`src/rtl/mem_arbiter_if.sv`:
```
// Bundles the fetch, data-memory and byte-wide RAM signals around mem_arbiter.
// master = requesters plus RAM (the environment), slave = the arbiter itself.
interface mem_arbiter_if;
  logic        if_req;
  logic [31:0] if_addr;
  logic        if_done;
  logic [31:0] if_data;
  logic        mem_req;
  logic        mem_we;
  logic [31:0] mem_addr;
  logic [1:0]  mem_len;
  logic [31:0] mem_wdata;
  logic        mem_done;
  logic [31:0] mem_rdata;
  logic [31:0] ram_a;
  logic        ram_wr;
  logic [7:0]  ram_dout;
  logic [7:0]  ram_din;
  logic        busy;

  modport master (
    output if_req, if_addr, mem_req, mem_we, mem_addr, mem_len, mem_wdata, ram_din,
    input  if_done, if_data, mem_done, mem_rdata, ram_a, ram_wr, ram_dout, busy
  );

  modport slave (
    input  if_req, if_addr, mem_req, mem_we, mem_addr, mem_len, mem_wdata, ram_din,
    output if_done, if_data, mem_done, mem_rdata, ram_a, ram_wr, ram_dout, busy
  );
endinterface

```
`src/rtl/mem_arbiter.sv`:
```
// Fetch/data arbiter onto a byte RAM: n-byte little-endian transfers, done n+2 (read) / n+1 (write) after accept.
// Requesters hold req until done; MEM beats IF on ties, or round-robin with ARB_RR_EN defined.
module mem_arbiter (
  input  logic         clk,
  input  logic         rst,
  mem_arbiter_if.slave bus
);
  typedef enum logic [1:0] {IDLE, XFER, WAIT, DONE} state_t;

  state_t      r_state, w_state_nxt;
  logic [31:0] r_base, r_wdata, r_buf, r_if_data, r_mem_rdata;
  logic        r_we, r_own_mem, r_last_mem;
  logic [1:0]  r_idx, r_last_idx;
  logic        w_grant, w_grant_mem, w_tie;
  logic [1:0]  w_last_idx, w_prev_idx;
  logic [31:0] w_word;

  always_comb begin
    w_grant = bus.if_req | bus.mem_req;
    w_tie   = bus.if_req & bus.mem_req;
`ifdef ARB_RR_EN
    w_grant_mem = bus.mem_req & (~bus.if_req | ~r_last_mem);
`else
    w_grant_mem = bus.mem_req;
`endif
    w_last_idx = 2'd3;
    if (w_grant_mem && bus.mem_len == 2'd0) w_last_idx = 2'd0;
    if (w_grant_mem && bus.mem_len == 2'd1) w_last_idx = 2'd1;
  end

  always_comb begin
    w_state_nxt = r_state;
    case (r_state)
      IDLE:    if (w_grant) w_state_nxt = XFER;
      XFER:    if (r_idx == r_last_idx) w_state_nxt = r_we ? DONE : WAIT;
      WAIT:    w_state_nxt = DONE;
      DONE:    w_state_nxt = IDLE;
      default: w_state_nxt = IDLE;
    endcase
  end

  // Final read byte arrives in WAIT; merge it straight into the result word.
  always_comb begin
    w_prev_idx = r_idx - 2'd1;
    w_word     = r_buf;
    w_word[{r_last_idx, 3'b000} +: 8] = bus.ram_din;
  end

  always_ff @(posedge clk or negedge rst) begin
    if (!rst) begin
      r_state     <= IDLE;
      r_base      <= '0;
      r_wdata     <= '0;
      r_buf       <= '0;
      r_if_data   <= '0;
      r_mem_rdata <= '0;
      r_we        <= 1'b0;
      r_own_mem   <= 1'b0;
      r_last_mem  <= 1'b0;
      r_idx       <= '0;
      r_last_idx  <= '0;
    end else begin
      r_state <= w_state_nxt;
      case (r_state)
        IDLE: if (w_grant) begin
          r_base     <= w_grant_mem ? bus.mem_addr : bus.if_addr;
          r_wdata    <= w_grant_mem ? bus.mem_wdata : '0;
          r_we       <= w_grant_mem & bus.mem_we;
          r_own_mem  <= w_grant_mem;
          r_last_idx <= w_last_idx;
          r_idx      <= '0;
          r_buf      <= '0;
          // Only contested grants advance the round-robin pointer.
          if (w_tie) r_last_mem <= w_grant_mem;
        end
        XFER: begin
          r_idx <= r_idx + 2'd1;
          if (!r_we && r_idx != 2'd0) r_buf[{w_prev_idx, 3'b000} +: 8] <= bus.ram_din;
        end
        WAIT: begin
          if (r_own_mem) r_mem_rdata <= w_word;
          else           r_if_data   <= w_word;
        end
        default: ;
      endcase
    end
  end

  // RAM strobes are decoded from state so a reset drops them without a clock.
  assign bus.ram_wr    = (r_state == XFER) & r_we;
  assign bus.ram_a     = (r_state == XFER) ? r_base + {30'd0, r_idx} : '0;
  assign bus.ram_dout  = (r_state == XFER) ? r_wdata[{r_idx, 3'b000} +: 8] : '0;
  assign bus.busy      = (r_state != IDLE);
  assign bus.if_done   = (r_state == DONE) & ~r_own_mem;
  assign bus.mem_done  = (r_state == DONE) & r_own_mem;
  assign bus.if_data   = r_if_data;
  assign bus.mem_rdata = r_mem_rdata;
endmodule

```
`src/flat_wrapper.sv`:
```
// flat-port wrapper written by rule: the top's interface ports become plain ports
module mem_arbiter_flat 
  (clk, rst, bus_if_req, bus_if_addr, bus_mem_req, bus_mem_we, bus_mem_addr, bus_mem_len, bus_mem_wdata, bus_ram_din, bus_if_done, bus_if_data, bus_mem_done, bus_mem_rdata, bus_ram_a, bus_ram_wr, bus_ram_dout, bus_busy);
  mem_arbiter_if bus_i ();
  input  logic clk;
  input  logic rst;
  input wire logic [$bits(bus_i.if_req)-1:0] bus_if_req;
  input wire logic [$bits(bus_i.if_addr)-1:0] bus_if_addr;
  input wire logic [$bits(bus_i.mem_req)-1:0] bus_mem_req;
  input wire logic [$bits(bus_i.mem_we)-1:0] bus_mem_we;
  input wire logic [$bits(bus_i.mem_addr)-1:0] bus_mem_addr;
  input wire logic [$bits(bus_i.mem_len)-1:0] bus_mem_len;
  input wire logic [$bits(bus_i.mem_wdata)-1:0] bus_mem_wdata;
  input wire logic [$bits(bus_i.ram_din)-1:0] bus_ram_din;
  output wire logic [$bits(bus_i.if_done)-1:0] bus_if_done;
  output wire logic [$bits(bus_i.if_data)-1:0] bus_if_data;
  output wire logic [$bits(bus_i.mem_done)-1:0] bus_mem_done;
  output wire logic [$bits(bus_i.mem_rdata)-1:0] bus_mem_rdata;
  output wire logic [$bits(bus_i.ram_a)-1:0] bus_ram_a;
  output wire logic [$bits(bus_i.ram_wr)-1:0] bus_ram_wr;
  output wire logic [$bits(bus_i.ram_dout)-1:0] bus_ram_dout;
  output wire logic [$bits(bus_i.busy)-1:0] bus_busy;
  assign bus_i.if_req = bus_if_req;
  assign bus_i.if_addr = bus_if_addr;
  assign bus_i.mem_req = bus_mem_req;
  assign bus_i.mem_we = bus_mem_we;
  assign bus_i.mem_addr = bus_mem_addr;
  assign bus_i.mem_len = bus_mem_len;
  assign bus_i.mem_wdata = bus_mem_wdata;
  assign bus_i.ram_din = bus_ram_din;
  assign bus_if_done = bus_i.if_done;
  assign bus_if_data = bus_i.if_data;
  assign bus_mem_done = bus_i.mem_done;
  assign bus_mem_rdata = bus_i.mem_rdata;
  assign bus_ram_a = bus_i.ram_a;
  assign bus_ram_wr = bus_i.ram_wr;
  assign bus_ram_dout = bus_i.ram_dout;
  assign bus_busy = bus_i.busy;
  mem_arbiter u_core (.clk(clk), .rst(rst), .bus(bus_i));
endmodule
```
`config.mk`:
```
export PLATFORM = sky130hd
export DESIGN_NAME = mem_arbiter_flat
export DESIGN_NICKNAME = d
export VERILOG_FILES = /design/src/rtl/mem_arbiter_if.sv /design/src/rtl/mem_arbiter.sv /design/src/flat_wrapper.sv
export SDC_FILE = /design/constraint.sdc
export NUM_CORES = 1
export LEC_CHECK = 0
export CAP_MARGIN = 40
export CORE_MARGIN = 5
export CORE_UTILIZATION = 49
export DETAILED_ROUTE_END_ITERATION = 12
export PLACE_DENSITY = 0.81
export SLEW_MARGIN = 10
export SYNTH_ARGS = -nofsm -noshare
export SYNTH_HDL_FRONTEND = slang
export SYNTH_SLANG_ARGS = --single-unit
```
`constraint.sdc`:
```
create_clock -name clk -period 3.35 [get_ports clk]
set_input_delay 0.67 -clock clk [delete_from_list [all_inputs] [get_ports clk]]
set_output_delay 0.67 -clock clk [all_outputs]
set_load 0.005 [all_outputs]
```
# Yosys cells after proc, flatten, opt, wreduce, memory -nomap -nowiden

Index checks and enable logic that the tools add are counted.

Reduce and logical (&&, ||, !) cells: 15
Bitwise gates (word level): 6
Equal/unequal tests: 8
Multiplexer cells: 17
Shift operators: 5
Add/subtract/negate cells: 5

Operator list:

| operator               | count |
|---|---|
| $mux 32                | 5 |
| $bwmux 32              | 2 |
| $pmux 32 s2            | 1 |
| $shift 8x7->32 const A | 2 |
| $shiftx 8x7->32        | 2 |
| $add 32x2->32          | 1 |
| $shiftx 32x6->8        | 1 |
| $neg 5->7              | 2 |
| $mux 2                 | 5 |
| $reduce_and 2->1       | 5 |
| $mux 8                 | 1 |
| $pmux 2 s4             | 1 |
| $ne 2x1->1 const B     | 3 |
| $reduce_bool 2->1      | 3 |
| $and 1x1->1            | 4 |
| $eq 2x1->1 const B     | 2 |
| $eq 2x2->1 const B     | 2 |
| $logic_not 2->1        | 2 |
| $pmux 2 s2             | 1 |
| $logic_and 1x1->1      | 3 |
| $reduce_and 3->1       | 1 |
| $add 2x1->2 const B    | 1 |
| $eq 2x2->1             | 1 |
| $sub 2x1->2 const B    | 1 |
| 4 further kinds        | 4 |

Bits in registers: 168
Output and inout port bits: 108

# Longest topological paths before layout

Gate-level depths: netlist (run 1).

Word-level depth: 6
Mapped depth: 9
Depth with buffers taken out: 6

# Worst setup path before layout (run 1)

OpenSTA, ideal clock, no wires.

Kind: register to output
From: register u_core.r_idx[1]
To: output bus_ram_a[31]
Slack: 706 ps
Stages on the path, launching flop included: 7
Buffers on the path: 1
Arrival: 1974 ps
Cells stage by stage: dfrtp_1 -> ha_1 -> a21oi_1 -> or4_1 -> buf_2 -> or4_1 -> a21oi_1

Word-level cells in the longest chain between the ends: 2

Ends and longest elaborated chain:

| what                   | line               | text |
|---|---|---|
| start, declared        | mem_arbiter.sv:13  | `logic [1:0] r_idx, r_last_idx;` |
| start signal, assigned | mem_arbiter.sv:77  | `r_idx <= r_idx + 2'd1;` |
| $add 32x2->32          | mem_arbiter.sv:91  | `assign bus.ram_a = (r_state == XFER) ? r_base + {30'd0, r_idx} : '0;` |
| $mux 32                | mem_arbiter.sv:91  |  |
| end, declared          | flat_wrapper.sv:19 | `output wire logic [$bits(bus_i.ram_a)-1:0] bus_ram_a;` |

No other way between the ends.

# Final worst setup path (run 1)

From: register u_core.r_base[1]
To: output bus_ram_a[31]

Word-level cells in the longest chain between the ends: 2

Ends and longest elaborated chain:

| what                   | line              | text |
|---|---|---|
| start, declared        | mem_arbiter.sv:11 | `logic [31:0] r_base, r_wdata, r_buf, r_if_data, r_mem_rdata;` |
| start signal, assigned | mem_arbiter.sv:66 | `r_base <= w_grant_mem ? bus.mem_addr : bus.if_addr;` |
| $add 32x2->32          | mem_arbiter.sv:91 |  |
| $mux 32                | mem_arbiter.sv:91 |  |

No other way between the ends.

==> results.tsv, run 1 <==
metric	value	unit
num_antenna_cells	0	
nets	1232	
vias	7264	
cts_sinks	168	
cts_buffers	17	
dp_hpwl	16.5	mm
drtPass1Iterations	5	
setup_slack	0.0778	ns
required	2.68	ns
top_layer	met5	
drc	0	
synth_fp_nets	1020	
synth-seq-cells	168	
peakVddDrop	0.521	mV
crit_chain	ha_1 > a21oi_1 > or4_4 > or4_1 > a21oi_1 > clkdlybuf4s15_1	
clockRootBuffer	clkbuf_16	
hold_viol	0	
crit_top_cell	a21oi_1	
place_ws	0.121	ns
initial_core_util	49.9	%
clkTransAtPathRegs	0.07	ns
drive_gt1_share	8.14	%
tns	0	ns
finalWeightedCongestion	0.849	
final_antenna_net_count	0	
drv_slew	0	
via_per_inst	5.43	
min_period_over_period	97.7	%
crit_slowest_cell	or4_1	
r2r_slack	0.92	ns
synth_top_area_share	51.0	%
synthFlopType	dfrtp_1	
ys_top_cells_by_count	nand2_1, dfrtp_1, o21ai_0, a21oi_1, clkbuf_1	
max_stage_delay	0.49	ns
timing.rr.end	u_core.r_buf[13]$_DFFE_PN0P_	
cap_violations	0	
hp-class	in -> async	
ys_seq_area_share	51.0	%
cp.arrival	2.60	ns
cts_tree	done	
die_height	140	um
ios	219	
grt_max_degree	89	
async_flop_share	100	%
worst_slew_pin_slew	0.801	ns
syn_area	8240	um2
drt_wl_total	22.9	mm
synthTopCellsByArea	dfrtp_1, nand2_1, o21ai_0	
wl_met2	11.0	mm
h-tree-depth	4	
cts_buffer_depth	2	
reg2reg_from	u_core.r_idx[0]$_DFFE_PN0P_	
antenna_found_initial	1	
outcome	finished, final reports clean	
yosysWarnings	0	
grt_use_total	22.8	%
synth-compound-area-share	13.9	%
grt-ovfl-total	0	
drtIter0Drc	451	
max_freq	306	MHz
powerDensity	807	nW/um2
wl_per_cell	17.1	um
cp_max_fo	8	
met3_wirelength	1.91	mm
critical_path_class	reg -> out	
wl_met1	9.59	mm
core_area	16500	um2
setup_viol	0	
syn_area_per_cell	9.23	um2
synthAdderAreaFrac	2.52	%
cp-start-kind	register	
synth_top_family_by_area	simple AND/OR/NAND/NOR gates	
synth_cell_types	44	
syn_to_final_growth	38.5	%
finalCriticalPeriod	3.27	ns
fp.dieW	140	um
r2r_cells	7	
synth.area.mux_share	6.07	%
io_buffers	218	
insertion_delay	0.43	ns
synth-simple-area-share	22.2	%
synth_edf_count	0	
synth.most_common_cell	nand2_1	
grt_pass1_wl	35.9	mm
num_rows	47	
cp-end-kind	output pin	
synth-xor-area-share	1.17	%
max-slew-margin-rel	46.2	%
grt_pass1_vias	7057	
clock_skew	0.00897	ns
p_leak	5.05	nW
hold_buffers	0	
rsz0062_at_grt	false	
fp.dieArea	19500	um2
syn_inst	893	
synth_largest_area_cell	dfrtp_1	
==> placed cells by master (no fill, tap or decap), types with 2 or more instances in the layout <==
master	n
nand4_1	10
inv_1	12
o221ai_1	2
nor3_1	4
buf_6	2
clkinvlp_4	4
xor2_1	8
clkdlybuf4s50_1	196
clkinv_4	2
a21oi_2	4
buf_12	3
clkbuf_16	17
a22o_1	7
or4_1	15
and4_1	5
nor2_1	43
mux4_2	8
xnor2_1	3
clkbuf_8	3
dlygate4sd2_1	15
dlymetal6s2s_1	3
and2_1	14
inv_6	2
clkdlybuf4s15_1	2
dfrtp_1	168
ha_1	14
mux2i_1	32
nor4b_1	2
bufinv_16	2
o21ai_0	90
nand2_1	183
nand3_1	41
nor2b_1	42
or3_1	5
o31ai_1	15
a21oi_1	86
buf_4	27
==> layer usage <==
metal | track usage (%) | up-vias
li1 | - | 3514
met1 | 28.4 | 3464
met2 | 37.8 | 258
met3 | 7.27 | 26
met4 | 7.70 | 2
met5 | 0 | -
==> worst max-delay path, delay by kind of cell, from the launching register on <==
kind / cells / cell delay [ns]
adders and majority gates: 1 / 0.30
AOI/OAI and AO/OA: 2 / 0.26
DFF: 1 / 0.41
and+or+nand+nor: 2 / 0.97
buffers and inverters: 1 / 0.23
==> stage by stage <==
stage | util [%] | area, um2 | cells | total power, W | hold WS, ns
floorplan | - | 8240 | 893 | 0.00525 | 0.374
global placement | 64.5 | 10700 | 1295 | 0.00702 | 0.447
detailed placement | 64.9 | 10700 | 1298 | 0.00722 | 0.450
CTS | 68.8 | 11400 | 1335 | 0.00923 | 0.336
global route | 69.1 | 11400 | 1338 | 0.00984 | 0.382
finish | 69.1 | 11400 | 1338 | 0.00922 | 0.320
==> layout make-up <==
class / instances / area, um2
multi-input combinational: 657 / 3830
fill: 1284 / 5110
clock buffer: 20 / 467
tap: 220 / 275
inverter: 12 / 45.0
sequential: 168 / 4200
clock inverter: 12 / 141
timing repair buffer: 249 / 2450
==> how the worst max path moves through the flow <==
stage	startpoint	to	slack (ns)	cells past startpoint
after floorplan	u_core.r_idx[1]$_DFFE_PN0P_	bus_ram_a[31]	0.71	6
after global placement	u_core.r_idx[1]$_DFFE_PN0P_	bus_ram_a[27]	0.14	6
after detailed placement	u_core.r_base[1]$_DFFE_PN0P_	bus_ram_a[27]	0.12	6
after CTS	u_core.r_idx[0]$_DFFE_PN0P_	bus_ram_a[16]	0.01	7
after global routing	u_core.r_base[1]$_DFFE_PN0P_	bus_ram_a[31]	0.003	6
final	u_core.r_base[1]$_DFFE_PN0P_	bus_ram_a[31]	0.08	6
==> power breakdown <==
| part | internal (W) | switching (W) | total, W | leakage [nW] |
|---|---|---|---|---|
| clock | 0.00117 | 0.000822 | 0.00199 | 0.287 |
| combinational | 0.00187 | 0.00203 | 0.00390 | 2.60 |
| sequential | 0.00274 | 0.000592 | 0.00333 | 2.16 |
==> repair_timing <==
item,in CTS,in global routing
gates resized for setup,26,7
buffers inserted,5,3
endpoints found under the setup margin,20,6
pin swaps,2,3
==> kinds of logic after synthesis <==
logic type / Yosys count
AND/OR/NAND/NOR: 379
AO/OA/AOI/OAI: 211
flip-flops: 168
buffers and inverters: 68
multiplexers: 40
adder cells (fa/ha/maj): 16
XOR/XNOR: 11
==> registers in the layout, indices dropped and copies added, names as in the netlist <==
register and flops:
u_core.r_last_idx 2, u_core.bus.if_data 32, u_core.r_buf 32, u_core.r_own_mem 1, u_core.r_idx 2, u_core.bus.mem_rdata 32, u_core.r_we 1, u_core.r_state 2
u_core.r_base 32, u_core.r_wdata 32
Power figures use the tool's default switching activity.
==> run 2, diff against run 1 <==
--- a/config.mk
+++ b/config.mk
@@ -8,6 +8,7 @@
 export CAP_MARGIN = 40
 export CORE_MARGIN = 5
 export CORE_UTILIZATION = 49
+export CTS_CLUSTER_DIAMETER = 120
 export DETAILED_ROUTE_END_ITERATION = 12
 export PLACE_DENSITY = 0.81
 export SLEW_MARGIN = 10
==> results of run 2 <==
No change in the layout: final DEF, timing and power equal those of run 1.
==> run 3, diff against run 2 <==
--- a/config.mk
+++ b/config.mk
@@ -5,9 +5,10 @@
 export SDC_FILE = /design/constraint.sdc
 export NUM_CORES = 1
 export LEC_CHECK = 0
+export ABC_AREA = 1
 export CAP_MARGIN = 40
 export CORE_MARGIN = 5
-export CORE_UTILIZATION = 49
+export CORE_UTILIZATION = 50
 export CTS_CLUSTER_DIAMETER = 120
 export DETAILED_ROUTE_END_ITERATION = 12
 export PLACE_DENSITY = 0.81
==> run 3 against run 2 <==
Net effect: maximum frequency is 3.2% higher; highest routed layer is now met4; first-iteration DRC count rose by 62%; largest cell class unchanged; final area is 2.0% higher; global-route usage is 3.1 points higher; critical path depth is 4 higher.
==> results.tsv, run 3 <==
metric	value	unit
outcome	finished, final reports clean	
cts_tree	done	
async_flop_share	100	%
rsz0062_at_grt	false	
switching_share	40.6	%
setup_viol	0	
drc	0	
synth_largest_area_cell	dfrtp_1	
finalCriticalPeriod	3.17	ns
worst_slew_pin_slew	0.761	ns
r2r_cells	7	
place_ws	0.348	ns
cp-start-kind	register	
max-slew-margin-rel	49.2	%
internal_power	0.00569	W
min_period_over_period	94.7	%
syn_to_final_growth	34.5	%
worst-path-buf-inv	1	
via_per_inst	5.31	
hold_viol	0	
finalWeightedCongestion	0.913	
cap_violations	0	
required	2.68	ns
insertion_delay	0.43	ns
critical_path_class	reg -> out	
grt_pass1_wl	41.6	mm
synth-seq-cells	168	
synthTopCellsByArea	dfrtp_1, nand2_1, nor2_1	
tns	0	ns
fp.dieArea	20000	um2
num_rows	48	
final_antenna_net_count	0	
crit_start	u_core.r_idx[1]$_DFFE_PN0P_	
peakVddDrop	0.484	mV
n_fill_cell	1427	
num_antenna_cells	0	
grt-ovfl-total	0	
synth_top_area_share	48.6	%
crit_chain	ha_1 > nand3_1 > nand2_2 > nand2_1 > nor2_2 > nand2_1 > nand2_1 > nand2_1 > nor2_1 > clkdlybuf4s50_1	
place_area	11000	um2
syn_inst	1150	
max_freq	315	MHz
drtPass1Iterations	5	
powerDensity	822	nW/um2
drtIter0Drc	729	
grt_max_degree	84	
syn_area_per_cell	7.53	um2
fp.dieW	142	um
antenna_found_initial	0	
nets	1473	
clockRootBuffer	clkbuf_16	
hp-class	in -> async	
crit_family	simple AND/OR/NAND/NOR gates	
crit_top_cell	nand2_1	
ios	219	
synth.most_common_cell	nand2_1	
synth_cell_types	34	
final_cell_mix	nand2_1, clkdlybuf4s50_1, dfrtp_1	
p_clk_share	20.7	%
initial_core_util	50.6	%
r2r_slack	0.91	ns
synthFlopType	dfrtp_1	
wl_per_cell	16.2	um
finalPower	0.00957	W
ys_top_cells_by_count	nand2_1, dfrtp_1, nor2_1, inv_1, o21ai_0	
p_comb_share	44.9	%
reg2reg_from	u_core.r_idx[1]$_DFFE_PN0P_	
final_common_cell	nand2_1	
cp-end-kind	output pin	
grt_pass1_vias	8134	
drive_gt1_share	4.79	%
synth_edf_count	0	
setup_slack	0.179	ns
timing.rr.end	u_core.r_buf[18]$_DFFE_PN0P_	
vias	8398	
dp_hpwl	18.8	mm
stdcell_area	11600	um2
cp_max_fo	7	
max_stage_delay	0.56	ns
io_buffers	218	
grt_use_total	25.9	%
crit_slowest_cell	clkdlybuf4s50_1	
die_height	142	um
crit_cells	10	
p_leak	5.41	nW
cp.arrival	2.50	ns
ys_seq_area_share	48.6	%
post_cts_buffers	0	
yosysWarnings	0	
whs	0.167	ns
net-switching-power	0.00388	W
seq_power_share	34.4	%
clock_skew	0.00907	ns
cts_buffer_depth	2	
clkTransAtPathRegs	0.06	ns
syn_area	8660	um2
drv_slew	0	
h-tree-depth	4	
cts_buffers	17	
cts_sinks	168	
synth_fp_nets	1277	
core_area	17100	um2
drt_wl_total	25.6	mm
==> run 3: layout make-up <==
cell class              count  area [um2]  area share [%]
clock inverters            11         148            1.27
flip-flops and latches    168        4210            36.1
clock buffers              20         437            3.75
well taps                 225         282            2.42
multi-input cells         808        3810            32.7
inverters                 122         462            3.97
repair buffers            229        2300            19.8
==> run 3: layer usage <==
metal  track usage (%)  vias up  part of all wire (%)
li1                  -     4075                     -
met1              34.1     3930                    42
met2              41.4      346                    47
met3              7.89       47                   9.2
met4              7.68        0                   2.1
met5                 0        -                     0
==> run 3: metrics by stage <==
stage	std cells	util, %
after global placement	1552	64.4
after detailed placement	1552	64.4
after global routing	1583	68.0
after CTS	1583	67.8
after floorplan	1150	-
final	1583	68.0
==> run 3: how the worst max path moves through the flow <==
stage,slack (ns),endpoint
after detailed placement,0.35,bus_ram_dout[0]
final,0.18,bus_ram_a[29]
after global placement,0.48,bus_ram_a[16]
after global routing,0.02,bus_ram_dout[0]
after floorplan,1.11,bus_ram_a[16]
after CTS,0.04,bus_ram_a[29]
==> run 3: cells by family after synthesis <==
logic type / share of synthesized area [%]
xor+xnor: 0.809
flops: 48.6
buf+inv: 7.93
fa+ha+maj: 2.40
simple gates: 27.5
compound gates: 12.8
==> run 3: timing repair <==
action / in CTS / in global routing
gates cloned: 0 / 0
hold buffers: 0 / 0
endpoints found under the setup margin: 12 / 15
resized for setup: 2 / 12
==> run 3: power groups by stage <==
stage	Combinational, W	Sequential [W]	Clock (W)
6_report	0.00430	0.00329	0.00198
5_1_grt	0.00480	0.00339	0.00209
4_1_cts	0.00429	0.00327	0.00200
3_5_place_dp	0.00424	0.00330	0
3_3_place_gp	0.00417	0.00328	0
2_1_floorplan	0.00246	0.00313	0
